--- src/rtl/fpga_robots_game_tm_cell_if.sv ---
// Bundle between game logic and the tile-map cell engine.
// Carries the command/response handshake and the video generator tile-map port.
// Ports (slave = cell engine):
//   cmd_valid/cmd_ready/cmd_op/cmd_x/cmd_y/cmd_data : command handshake
//   rsp_valid/rsp_err/rsp_cell/rsp_work            : completion pulse + data
//   tm_adr/tm_red/tm_wrt/tm_wen                     : tile-map memory port
interface fpga_robots_game_tm_cell_if;
    logic       cmd_valid;
    logic       cmd_ready;
    logic [1:0] cmd_op;
    logic [6:0] cmd_x;
    logic [6:0] cmd_y;
    logic [3:0] cmd_data;
    logic       rsp_valid;
    logic       rsp_err;
    logic [1:0] rsp_cell;
    logic [3:0] rsp_work;
    logic [12:0] tm_adr;
    logic [7:0] tm_red;
    logic [7:0] tm_wrt;
    logic       tm_wen;

    modport slave (
        input  cmd_valid, cmd_op, cmd_x, cmd_y, cmd_data, tm_red,
        output cmd_ready, rsp_valid, rsp_err, rsp_cell, rsp_work,
        output tm_adr, tm_wrt, tm_wen
    );

    modport master (
        output cmd_valid, cmd_op, cmd_x, cmd_y, cmd_data, tm_red,
        input  cmd_ready, rsp_valid, rsp_err, rsp_cell, rsp_work,
        input  tm_adr, tm_wrt, tm_wen
    );
endinterface

--- src/rtl/fpga_robots_game_tm_cell.sv ---
// Tile-map cell access engine: per-cell read / read-modify-write and bulk clear.
// Ports: clk, rst (sync, active-high); s_bus (slave modport) carries the
// command/response handshake and the tile-map port (tm_adr/tm_red/tm_wrt/tm_wen).
module fpga_robots_game_tm_cell #(
    parameter int         PA_COLS = 120,
    parameter int         PA_ROWS = 96,
    parameter logic [7:0] CLR_VAL = 8'h00
) (
    input  logic clk,
    input  logic rst,
    fpga_robots_game_tm_cell_if.slave s_bus
);

    localparam logic [6:0] LP_COLS     = 7'(PA_COLS);
    localparam logic [6:0] LP_ROWS     = 7'(PA_ROWS);
    localparam logic [6:0] LP_LAST_COL = 7'(PA_COLS - 1);
    localparam logic [5:0] LP_LAST_ROW = 6'(PA_ROWS / 2 - 1);

    typedef enum logic [2:0] {
        S_IDLE,
        S_RD,
        S_MRG,
        S_WR,
        S_CLR
    } state_e;

    typedef enum logic [1:0] {
        OP_READ,
        OP_WR_CELL,
        OP_WR_WORK,
        OP_CLEAR
    } op_e;

    state_e      r_state, w_state;
    op_e         r_op, w_op;
    logic        r_ysel, w_ysel;
    logic [3:0]  r_data, w_data;
    logic        r_ready, w_ready;
    logic        r_rsp_valid, w_rsp_valid;
    logic        r_rsp_err, w_rsp_err;
    logic [1:0]  r_rsp_cell, w_rsp_cell;
    logic [3:0]  r_rsp_work, w_rsp_work;
    logic [12:0] r_adr, w_adr;
    logic [7:0]  r_wrt, w_wrt;
    logic        r_wen, w_wen;

    logic        w_accept;
    logic        w_oor;
    logic [1:0]  w_red_cell;
    logic [7:0]  w_cell_merge;
    logic [5:0]  w_clr_row;
    logic [6:0]  w_clr_col;
    logic        w_clr_last;

    assign w_accept = r_ready && s_bus.cmd_valid;
    assign w_oor    = (s_bus.cmd_x >= LP_COLS) || (s_bus.cmd_y >= LP_ROWS);

    // Odd rows live in bits [3:2], even rows in [1:0] of the shared byte.
    assign w_red_cell = r_ysel ? s_bus.tm_red[3:2] : s_bus.tm_red[1:0];
    assign w_cell_merge = r_ysel
        ? {s_bus.tm_red[7:4], r_data[1:0], s_bus.tm_red[1:0]}
        : {s_bus.tm_red[7:2], r_data[1:0]};

    // The clear sweep walks tm_adr itself; no separate counters needed.
    assign w_clr_row  = r_adr[12:7];
    assign w_clr_col  = r_adr[6:0];
    assign w_clr_last = (w_clr_row == LP_LAST_ROW) && (w_clr_col == LP_LAST_COL);

    always_ff @(posedge clk) begin
        if (rst) begin
            r_state     <= S_IDLE;
            r_op        <= OP_READ;
            r_ysel      <= 1'b0;
            r_data      <= 4'h0;
            r_ready     <= 1'b0;
            r_rsp_valid <= 1'b0;
            r_rsp_err   <= 1'b0;
            r_rsp_cell  <= 2'd0;
            r_rsp_work  <= 4'h0;
            r_adr       <= 13'd0;
            r_wrt       <= 8'h00;
            r_wen       <= 1'b0;
        end else begin
            r_state     <= w_state;
            r_op        <= w_op;
            r_ysel      <= w_ysel;
            r_data      <= w_data;
            r_ready     <= w_ready;
            r_rsp_valid <= w_rsp_valid;
            r_rsp_err   <= w_rsp_err;
            r_rsp_cell  <= w_rsp_cell;
            r_rsp_work  <= w_rsp_work;
            r_adr       <= w_adr;
            r_wrt       <= w_wrt;
            r_wen       <= w_wen;
        end
    end

    always_comb begin
        w_state     = r_state;
        w_op        = r_op;
        w_ysel      = r_ysel;
        w_data      = r_data;
        w_ready     = 1'b0;
        w_rsp_valid = 1'b0;
        w_rsp_err   = r_rsp_err;
        w_rsp_cell  = r_rsp_cell;
        w_rsp_work  = r_rsp_work;
        w_adr       = r_adr;
        w_wrt       = r_wrt;
        w_wen       = 1'b0;

        unique case (r_state)
            S_IDLE: begin
                w_ready = 1'b1;
                if (w_accept) begin
                    w_ready = 1'b0;
                    w_op    = op_e'(s_bus.cmd_op);
                    w_ysel  = s_bus.cmd_y[0];
                    w_data  = s_bus.cmd_data;
                    if (op_e'(s_bus.cmd_op) == OP_CLEAR) begin
                        // First sweep write goes out with the state change.
                        w_state = S_CLR;
                        w_adr   = 13'd0;
                        w_wrt   = CLR_VAL;
                        w_wen   = 1'b1;
                    end else if (w_oor) begin
                        w_rsp_valid = 1'b1;
                        w_rsp_err   = 1'b1;
                        w_rsp_cell  = 2'd0;
                        w_rsp_work  = 4'h0;
                        w_ready     = 1'b1;
                    end else begin
                        w_adr   = {s_bus.cmd_y[6:1], s_bus.cmd_x};
                        w_state = S_RD;
                    end
                end
            end
            S_RD: begin
                w_state = S_MRG;
            end
            S_MRG: begin
                w_rsp_cell = w_red_cell;
                w_rsp_work = s_bus.tm_red[7:4];
                w_rsp_err  = 1'b0;
                unique case (r_op)
                    OP_WR_CELL: begin
                        w_wrt   = w_cell_merge;
                        w_wen   = 1'b1;
                        w_state = S_WR;
                    end
                    OP_WR_WORK: begin
                        w_wrt   = {r_data, s_bus.tm_red[3:0]};
                        w_wen   = 1'b1;
                        w_state = S_WR;
                    end
                    default: begin
                        w_rsp_valid = 1'b1;
                        w_ready     = 1'b1;
                        w_state     = S_IDLE;
                    end
                endcase
            end
            S_WR: begin
                w_rsp_valid = 1'b1;
                w_ready     = 1'b1;
                w_state     = S_IDLE;
            end
            S_CLR: begin
                if (w_clr_last) begin
                    w_rsp_valid = 1'b1;
                    w_rsp_err   = 1'b0;
                    w_ready     = 1'b1;
                    w_state     = S_IDLE;
                end else begin
                    w_wen = 1'b1;
                    if (w_clr_col == LP_LAST_COL) begin
                        w_adr = {w_clr_row + 6'd1, 7'd0};
                    end else begin
                        w_adr = {w_clr_row, w_clr_col + 7'd1};
                    end
                end
            end
            default: begin
                w_state = S_IDLE;
            end
        endcase
    end

    assign s_bus.cmd_ready = r_ready;
    assign s_bus.rsp_valid = r_rsp_valid;
    assign s_bus.rsp_err   = r_rsp_err;
    assign s_bus.rsp_cell  = r_rsp_cell;
    assign s_bus.rsp_work  = r_rsp_work;
    assign s_bus.tm_adr    = r_adr;
    assign s_bus.tm_wrt    = r_wrt;
    assign s_bus.tm_wen    = r_wen;

endmodule
--- src/flat_wrapper.sv ---
// flat-port wrapper written by rule: the top's interface ports become plain ports
module fpga_robots_game_tm_cell_flat 
#(
    parameter int         PA_COLS = 120,
    parameter int         PA_ROWS = 96,
    parameter logic [7:0] CLR_VAL = 8'h00
)
  (clk, rst, s_bus_cmd_valid, s_bus_cmd_op, s_bus_cmd_x, s_bus_cmd_y, s_bus_cmd_data, s_bus_tm_red, s_bus_cmd_ready, s_bus_rsp_valid, s_bus_rsp_err, s_bus_rsp_cell, s_bus_rsp_work, s_bus_tm_adr, s_bus_tm_wrt, s_bus_tm_wen);
  fpga_robots_game_tm_cell_if s_bus_i ();
  input  logic clk;
  input  logic rst;
  input wire logic [$bits(s_bus_i.cmd_valid)-1:0] s_bus_cmd_valid;
  input wire logic [$bits(s_bus_i.cmd_op)-1:0] s_bus_cmd_op;
  input wire logic [$bits(s_bus_i.cmd_x)-1:0] s_bus_cmd_x;
  input wire logic [$bits(s_bus_i.cmd_y)-1:0] s_bus_cmd_y;
  input wire logic [$bits(s_bus_i.cmd_data)-1:0] s_bus_cmd_data;
  input wire logic [$bits(s_bus_i.tm_red)-1:0] s_bus_tm_red;
  output wire logic [$bits(s_bus_i.cmd_ready)-1:0] s_bus_cmd_ready;
  output wire logic [$bits(s_bus_i.rsp_valid)-1:0] s_bus_rsp_valid;
  output wire logic [$bits(s_bus_i.rsp_err)-1:0] s_bus_rsp_err;
  output wire logic [$bits(s_bus_i.rsp_cell)-1:0] s_bus_rsp_cell;
  output wire logic [$bits(s_bus_i.rsp_work)-1:0] s_bus_rsp_work;
  output wire logic [$bits(s_bus_i.tm_adr)-1:0] s_bus_tm_adr;
  output wire logic [$bits(s_bus_i.tm_wrt)-1:0] s_bus_tm_wrt;
  output wire logic [$bits(s_bus_i.tm_wen)-1:0] s_bus_tm_wen;
  assign s_bus_i.cmd_valid = s_bus_cmd_valid;
  assign s_bus_i.cmd_op = s_bus_cmd_op;
  assign s_bus_i.cmd_x = s_bus_cmd_x;
  assign s_bus_i.cmd_y = s_bus_cmd_y;
  assign s_bus_i.cmd_data = s_bus_cmd_data;
  assign s_bus_i.tm_red = s_bus_tm_red;
  assign s_bus_cmd_ready = s_bus_i.cmd_ready;
  assign s_bus_rsp_valid = s_bus_i.rsp_valid;
  assign s_bus_rsp_err = s_bus_i.rsp_err;
  assign s_bus_rsp_cell = s_bus_i.rsp_cell;
  assign s_bus_rsp_work = s_bus_i.rsp_work;
  assign s_bus_tm_adr = s_bus_i.tm_adr;
  assign s_bus_tm_wrt = s_bus_i.tm_wrt;
  assign s_bus_tm_wen = s_bus_i.tm_wen;
  fpga_robots_game_tm_cell #(.PA_COLS(PA_COLS), .PA_ROWS(PA_ROWS), .CLR_VAL(CLR_VAL)) u_core (.clk(clk), .rst(rst), .s_bus(s_bus_i));
endmodule
--- config.mk ---
export PLATFORM = sky130hd
export DESIGN_NAME = fpga_robots_game_tm_cell_flat
export DESIGN_NICKNAME = d
export VERILOG_FILES = /design/src/rtl/fpga_robots_game_tm_cell_if.sv /design/src/rtl/fpga_robots_game_tm_cell.sv /design/src/flat_wrapper.sv
export SDC_FILE = /design/constraint.sdc
export NUM_CORES = 1
export LEC_CHECK = 0
export BUFFER_PORTS_ARGS = -buffer_cell sky130_fd_sc_hd__buf_2
export CORE_MARGIN = 4
export CORE_UTILIZATION = 40
export CTS_CLUSTER_DIAMETER = 120
export DETAILED_ROUTE_END_ITERATION = 8
export SYNTH_ARGS = -nofsm -noshare
export SYNTH_HDL_FRONTEND = slang
export SYNTH_SLANG_ARGS = --single-unit
export TNS_END_PERCENT = 5
--- constraint.sdc ---
create_clock -name clk -period 4.5 [get_ports clk]
set_input_delay 0.225 -clock clk [delete_from_list [all_inputs] [get_ports clk]]
set_output_delay 0.225 -clock clk [all_outputs]
set_load 0.02 [all_outputs]
-- After elaboration in Yosys (flattened, before gate mapping)
Cells that the tools add are included.
- mux-type cells: 44
- equality and inequality tests: 18
- shifts and indexed selects: 0
- multipliers: 0
- div/mod/pow operators: 0
- magnitude comparators: 2
- bitwise gates (word level): 0
- add/sub/neg operators: 2
- reductions and logical operators: 15
- operators by type and width (kind ; count):
    two-way mux 13 bit ; 5
    one-hot mux 8 bit (2 select lines) ; 2
    one-hot mux 13 bit (2 select lines) ; 1
    two-way mux 4 bit ; 4
    two-way mux 8 bit ; 2
    greater-or-equal comparator 7 bit (second input constant) ; 2
    two-way mux 1 bit ; 14
    two-way mux 3 bit ; 4
    one-hot mux 3 bit (4 select lines) ; 1
    AND reduction 4 bit ; 3
    two-way mux 2 bit ; 5
    != test 2 x 1 -> 1 bit (second input constant) ; 5
    AND reduction 5 bit ; 2
    one-hot mux 1 bit (4 select lines) ; 2
    one-hot mux 4 bit (2 select lines) ; 1
    adder 7 x 1 -> 7 bit (second input constant) ; 1
    == test 7 bit (second input constant) ; 1
    adder 6 x 1 -> 6 bit (second input constant) ; 1
    == test 3 x 2 -> 1 bit (second input constant) ; 2
    == test 6 bit (second input constant) ; 1
    one-hot mux 1 bit (3 select lines) ; 2
    == test 2 bit (second input constant) ; 2
    != test 2 bit (second input constant) ; 2
    one-hot mux 2 bit (2 select lines) ; 1
    13 further kinds ; 15
- memories kept: 0
- logic and storage cells: 94
- ROM bits: 0
- memory bits (writable): 0
- register bits: 41
- output and inout port bits: 31
- latch bits: 0

-- Depth between registers and ports, before layout
- depth in word-level cells: 6
- mapped depth: 9

-- Worst setup path after synthesis
Ideal clock, no wire load.
- path type: register to register
- from: register u_core.r_adr[0], in the netlist u_core.s_bus.tm_adr[0]
- to: register u_core.r_adr[5], in the netlist u_core.s_bus.tm_adr[5]
- path buffers: 1
- path slack: 2.568 ns
- arrival time: 1.842 ns
- period minus slack after synthesis: 1.932 ns
- library setup time: 0.091 ns
- stages on the path, launching flop included: 8
- cell sequence: dfxtp_1 -> ha_1 -> and3_1 -> and3_1 -> buf_2 -> a211oi_4 -> a21oi_1 -> a311oi_1
- longest elaborated chain between the ends: 4
- elaborated cells on any way between the ends: 8
- classes of those cells: add/sub (1); eq/ne (2); mux (3); reduce/logical (2)
- ends and longest elaborated chain (what ; RTL line ; RTL):
    start, declared ; fpga_robots_game_tm_cell.sv:43 ; logic [12:0] r_adr, w_adr;
    start signal, assigned ; fpga_robots_game_tm_cell.sv:93 ; r_adr <= w_adr;
    adder 7 x 1 -> 7 bit / == test 7 bit (equally long branches) ; fpga_robots_game_tm_cell.sv:180, fpga_robots_game_tm_cell.sv:67, fpga_robots_game_tm_cell.sv:177 ;
    two-way mux 13 bit / logical AND 1 bit (equally long branches) ; fpga_robots_game_tm_cell.sv:177, fpga_robots_game_tm_cell.sv:67 ;
    two-way mux 13 bit / != test 2 bit (equally long branches) ; -- ;
    one-hot mux 13 bit (2 select lines) / AND reduction 4 bit (equally long branches) ; -- ;
Parallel ways exist; a longest one is shown, timed or not. The select of a mux whose other input is x is not followed.
A chain may end at the register's enable or synchronous reset.

-- Worst setup path after layout
- from: register u_core.r_state[1]
- to: register u_core.r_adr[5], in the netlist u_core.s_bus.tm_adr[5]
- longest elaborated chain between the ends: 3
- elaborated cells on any way between the ends: 8
- classes of those cells: eq/ne (4); mux (1); reduce/logical (3)
- ends and longest elaborated chain (what ; RTL line ; RTL):
    start, declared ; fpga_robots_game_tm_cell.sv:34 ; state_e r_state, w_state;
    start signal, assigned ; fpga_robots_game_tm_cell.sv:84 ; r_state <= w_state;
    == test 3 bit / logical NOT 3 bit (equally long branches) ; fpga_robots_game_tm_cell.sv:113 ; unique case (r_state)
    != test 2 bit (no line), or another cell as far along ; -- ;
    AND reduction 4 bit (no line) ; -- ;
Parallel ways exist; a longest one is shown, timed or not.

==> summary.md <==
| Metric | Value |
|---|---|
| Pwr Total | between 800 and 900 uW |
| Post-Syn Area | about 0.0021 mm2 |
| Outcome | completed |
| CP Capture Type | flop |
| Worst Setup Path Type | flop to flop |
| Setup crit start kind | flop |
| Die width | slightly above 80 um |
| Most frequent cells in the layout | buf_2 (61), dfxtp_1 (41), nor2_1 (34) |
| H-tree depth | 2 |
| Pwr per Cell Area | about 320 mW/mm2 |
| Die Ht | 81.0 um |
| EDFF count, synth | 0 |
| CP cell instances | nor3b_2 > a21oi_1 > a22o_1 > a21oi_1 > a311oi_1 |
| I/O pins | 62 |
| Tmin final | 2.17 ns |
| CP max stage delay | slightly above 0.8 ns |
| Pre-Repair DR Iteration Count | 4 |
| Final ANT Viol Nets | 0 |
| Hold_buf cts | 0 |
| Worst-Skew Late Latency | between 0.2 and 0.3 ns |
| Layout cell share with drive strength beyond 1 | 0.257 |
| FMAX | between 400 and 500 MHz |
| VDD IR max | ~0.15 mV |
| Commonest non-fill, non-tap cell in the layout | buf_2 |
| First-pass GRT wire length | 8.89 mm |
| Initial core utilization | 0.415 |
| HP Class | input port to flop |
| Post-CTS Setup Inserts | 0 |
| Die area | between 0.006 and 0.007 mm2 |
| Crit path max-delay family | compound AO/OA/AOI/OAI gates |
| Final Max Tran Viols | 0 |
| GRT Total Usage | 0.172 |
| # DRC | 0 |
| Avg WL per Cell | roughly 14 um |
| Via Count | ~2000 |
| Number of max-cap violations | 0 |
| Setup violators final | 0 |
| Clock transition at path regs | ~0.080 ns |
| Initial antenna violation count | 0 |
| Most used cell, CP | a21oi_1 |
| Storage cell area | 821 um2 |
| Number of buffers added on ports | just over 60 |
| Initial DRC count | 154 |
| Num CTS Buffers | 5 |
| Final core occ | 0.497 |
| Worst Tran Pin Value | roughly 1.0 ns |
| RSZ-0062 raised after global routing | no |
| Crit path max fanout | 13 |
| Sequential share of the synthesized area | 0.385 |
| Post-CTS Resized | 0 |
| Asr flop ratio synth | 0 |
| Area occupied by multi-input gates | ~0.0012 mm2 |
| Final nets | between 300 and 400 |
| DP Wirelength | 3.98 mm |
| Pleak | around 0.0011 uW |
| Core area | 0.00514 mm2 |
| CTS Sinks | between 40 and 50 |
| Worst rel slew slack | 0.314 |
| WP buf/inv | 0 |
| Diode count | 0 |
| Worst Path Arrival | 2.37 ns |
| CP Data Required Time | 4.70 ns |
| Row Count | 26 |
| Vias per Instance | about 5.4 |
| TritonCTS clock tree | yes |
| Max Root-Sink Buffers | 2 |
| Final wirelength | around 5.3 mm |
| Mapped Cells | about 240 |
| Top FF cell, synth | dfxtp_1 |
| Area grow syn2layout | 19.8% |
| Worst setup margin | ~2.3 ns |
| Overflow after GRT | 0 |
| Clock Tree Root | clkbuf_8 |
| YS warnings | 0 |
| Fill cells | between 500 and 600 |
| Routability cong. | between 0.8 and 0.9 |
| Synth cell types | 48 |
| Largest net degree at the start of global routing | between 40 and 50 |
| Final Hold Violating Endpoints | 0 |
| Syn Nets | between 200 and 300 |
| Critical-path top delay cell | a21oi_1 |
| Vias in the first global route | 1896 |
| Setup TNS Final | 0 ns |
| Skew final | between 0.005 and 0.006 ns |
| Pre-CTS WS | 2.35 ns |
| Synthesized flop and latch total | a little over 40 |
| Final period utilization | 0.482 |
| Mean area per synthesized cell | between 8 and 9 um2 |
-- kinds of logic (layout without fill, tap and decap cells) --
| kind of cell | Yosys count | count (layout) | synth area share |
|---|---|---|---|
| simple gates | 88 | 88 | 0.211 |
| compound gates | 70 | 70 | 0.239 |
| flops | 41 | 41 | 0.385 |
| buf+inv | 20 | 76 | 0.0446 |
| mux | 17 | 17 | 0.0799 |
| fa+ha+maj | 4 | 4 | 0.0235 |
| xor+xnor | 4 | 4 | 0.0164 |
-- worst min-delay path: stages --
cell	delay, ns
buf_2	0.08
mux2i_1	0.06
nor2_1	0.07
-- metal layers --
layer  vias up  GRT usage  part of all wire
met4         0     0.0490             0.011
met1       906      0.229              0.46
met3         7     0.0532             0.073
met5         -          0                 0
met2        63      0.266              0.45
li1       1006          -                 -
-- Yosys cell counts, drive strengths merged (2+ instances only) --
cell type / n / area, um2
a2111oi: 2 / 17.5
a211oi: 12 / 103
a21oi: 20 / 100
a221oi: 2 / 23.8
a22oi: 12 / 90.1
a311oi: 3 / 26.3
and3: 3 / 18.8
buf: 7 / 46.3
clkbuf: 6 / 22.5
dfxtp: 41 / 821
ha: 4 / 50.1
inv: 7 / 26.3
mux2i: 17 / 170
nand2: 18 / 67.6
nand2b: 3 / 18.8
nand3: 7 / 35.0
nand4: 2 / 12.5
nor2: 35 / 139
nor3: 5 / 36.3
nor3b: 2 / 20.0
o211ai: 2 / 15.0
o21a: 2 / 15.0
o21ai: 6 / 41.3
or3: 8 / 50.1
xnor2: 3 / 26.3
-- layout make-up --
type,instances,area share
clock buffer,6,0.0324
clock inverter,1,0.00294
inverter,7,0.0103
multi-input combinational,183,0.476
sequential,41,0.322
tap,70,0.0343
timing repair buffer,62,0.123
-- power breakdown --
part	total, uW	internal (uW)	switching (uW)
Clock	250	121	129
Combinational	159	65.7	93.3
Sequential	408	382	25.6
-- sequential cells by signal, summed over array words and instances, names as in the netlist --
name,flops
u_core.s_bus.tm_adr,13
u_core.s_bus.tm_wrt,8
u_core.r_data,4
u_core.s_bus.rsp_work,4
u_core.r_state,3
u_core.r_op,2
u_core.s_bus.rsp_cell,2
u_core.r_ysel,1
u_core.s_bus.cmd_ready,1
u_core.s_bus.rsp_err,1
u_core.s_bus.rsp_valid,1
u_core.s_bus.tm_wen,1
-- path summary, 6_finish.rpt --
check                                            from                             endpoint  slack [ns]  depth (start not counted)
hold / removal                      s_bus_cmd_data[1]        u_core.r_data[1]$_SDFFE_PP0P_        0.18                          3
hold reg to reg   u_core.s_bus.tm_wrt[2]$_SDFFE_PP0P_  u_core.s_bus.tm_wrt[2]$_SDFFE_PP0P_        0.45                          2
setup / recovery       u_core.r_state[1]$_SDFFE_PP0P_  u_core.s_bus.tm_adr[5]$_SDFFE_PP0P_        2.33                          5
setup reg to reg       u_core.r_state[1]$_SDFFE_PP0P_  u_core.s_bus.tm_adr[5]$_SDFFE_PP0P_        2.33                          5
-- metrics by stage --
| step | hold slack, ns | std cells | instance area (um2) |
|---|---|---|---|
| final | 0.176 | 370 | 2550 |
| after global routing | 0.192 | 370 | 2550 |
| after CTS | 0.168 | 370 | 2550 |
| after detailed placement | 0.440 | 363 | 2460 |
| after global placement | 0.436 | 363 | 2460 |
| after floorplan | 0.317 | 244 | 2130 |
No activity file was read; power rests on OpenSTA's default activity.
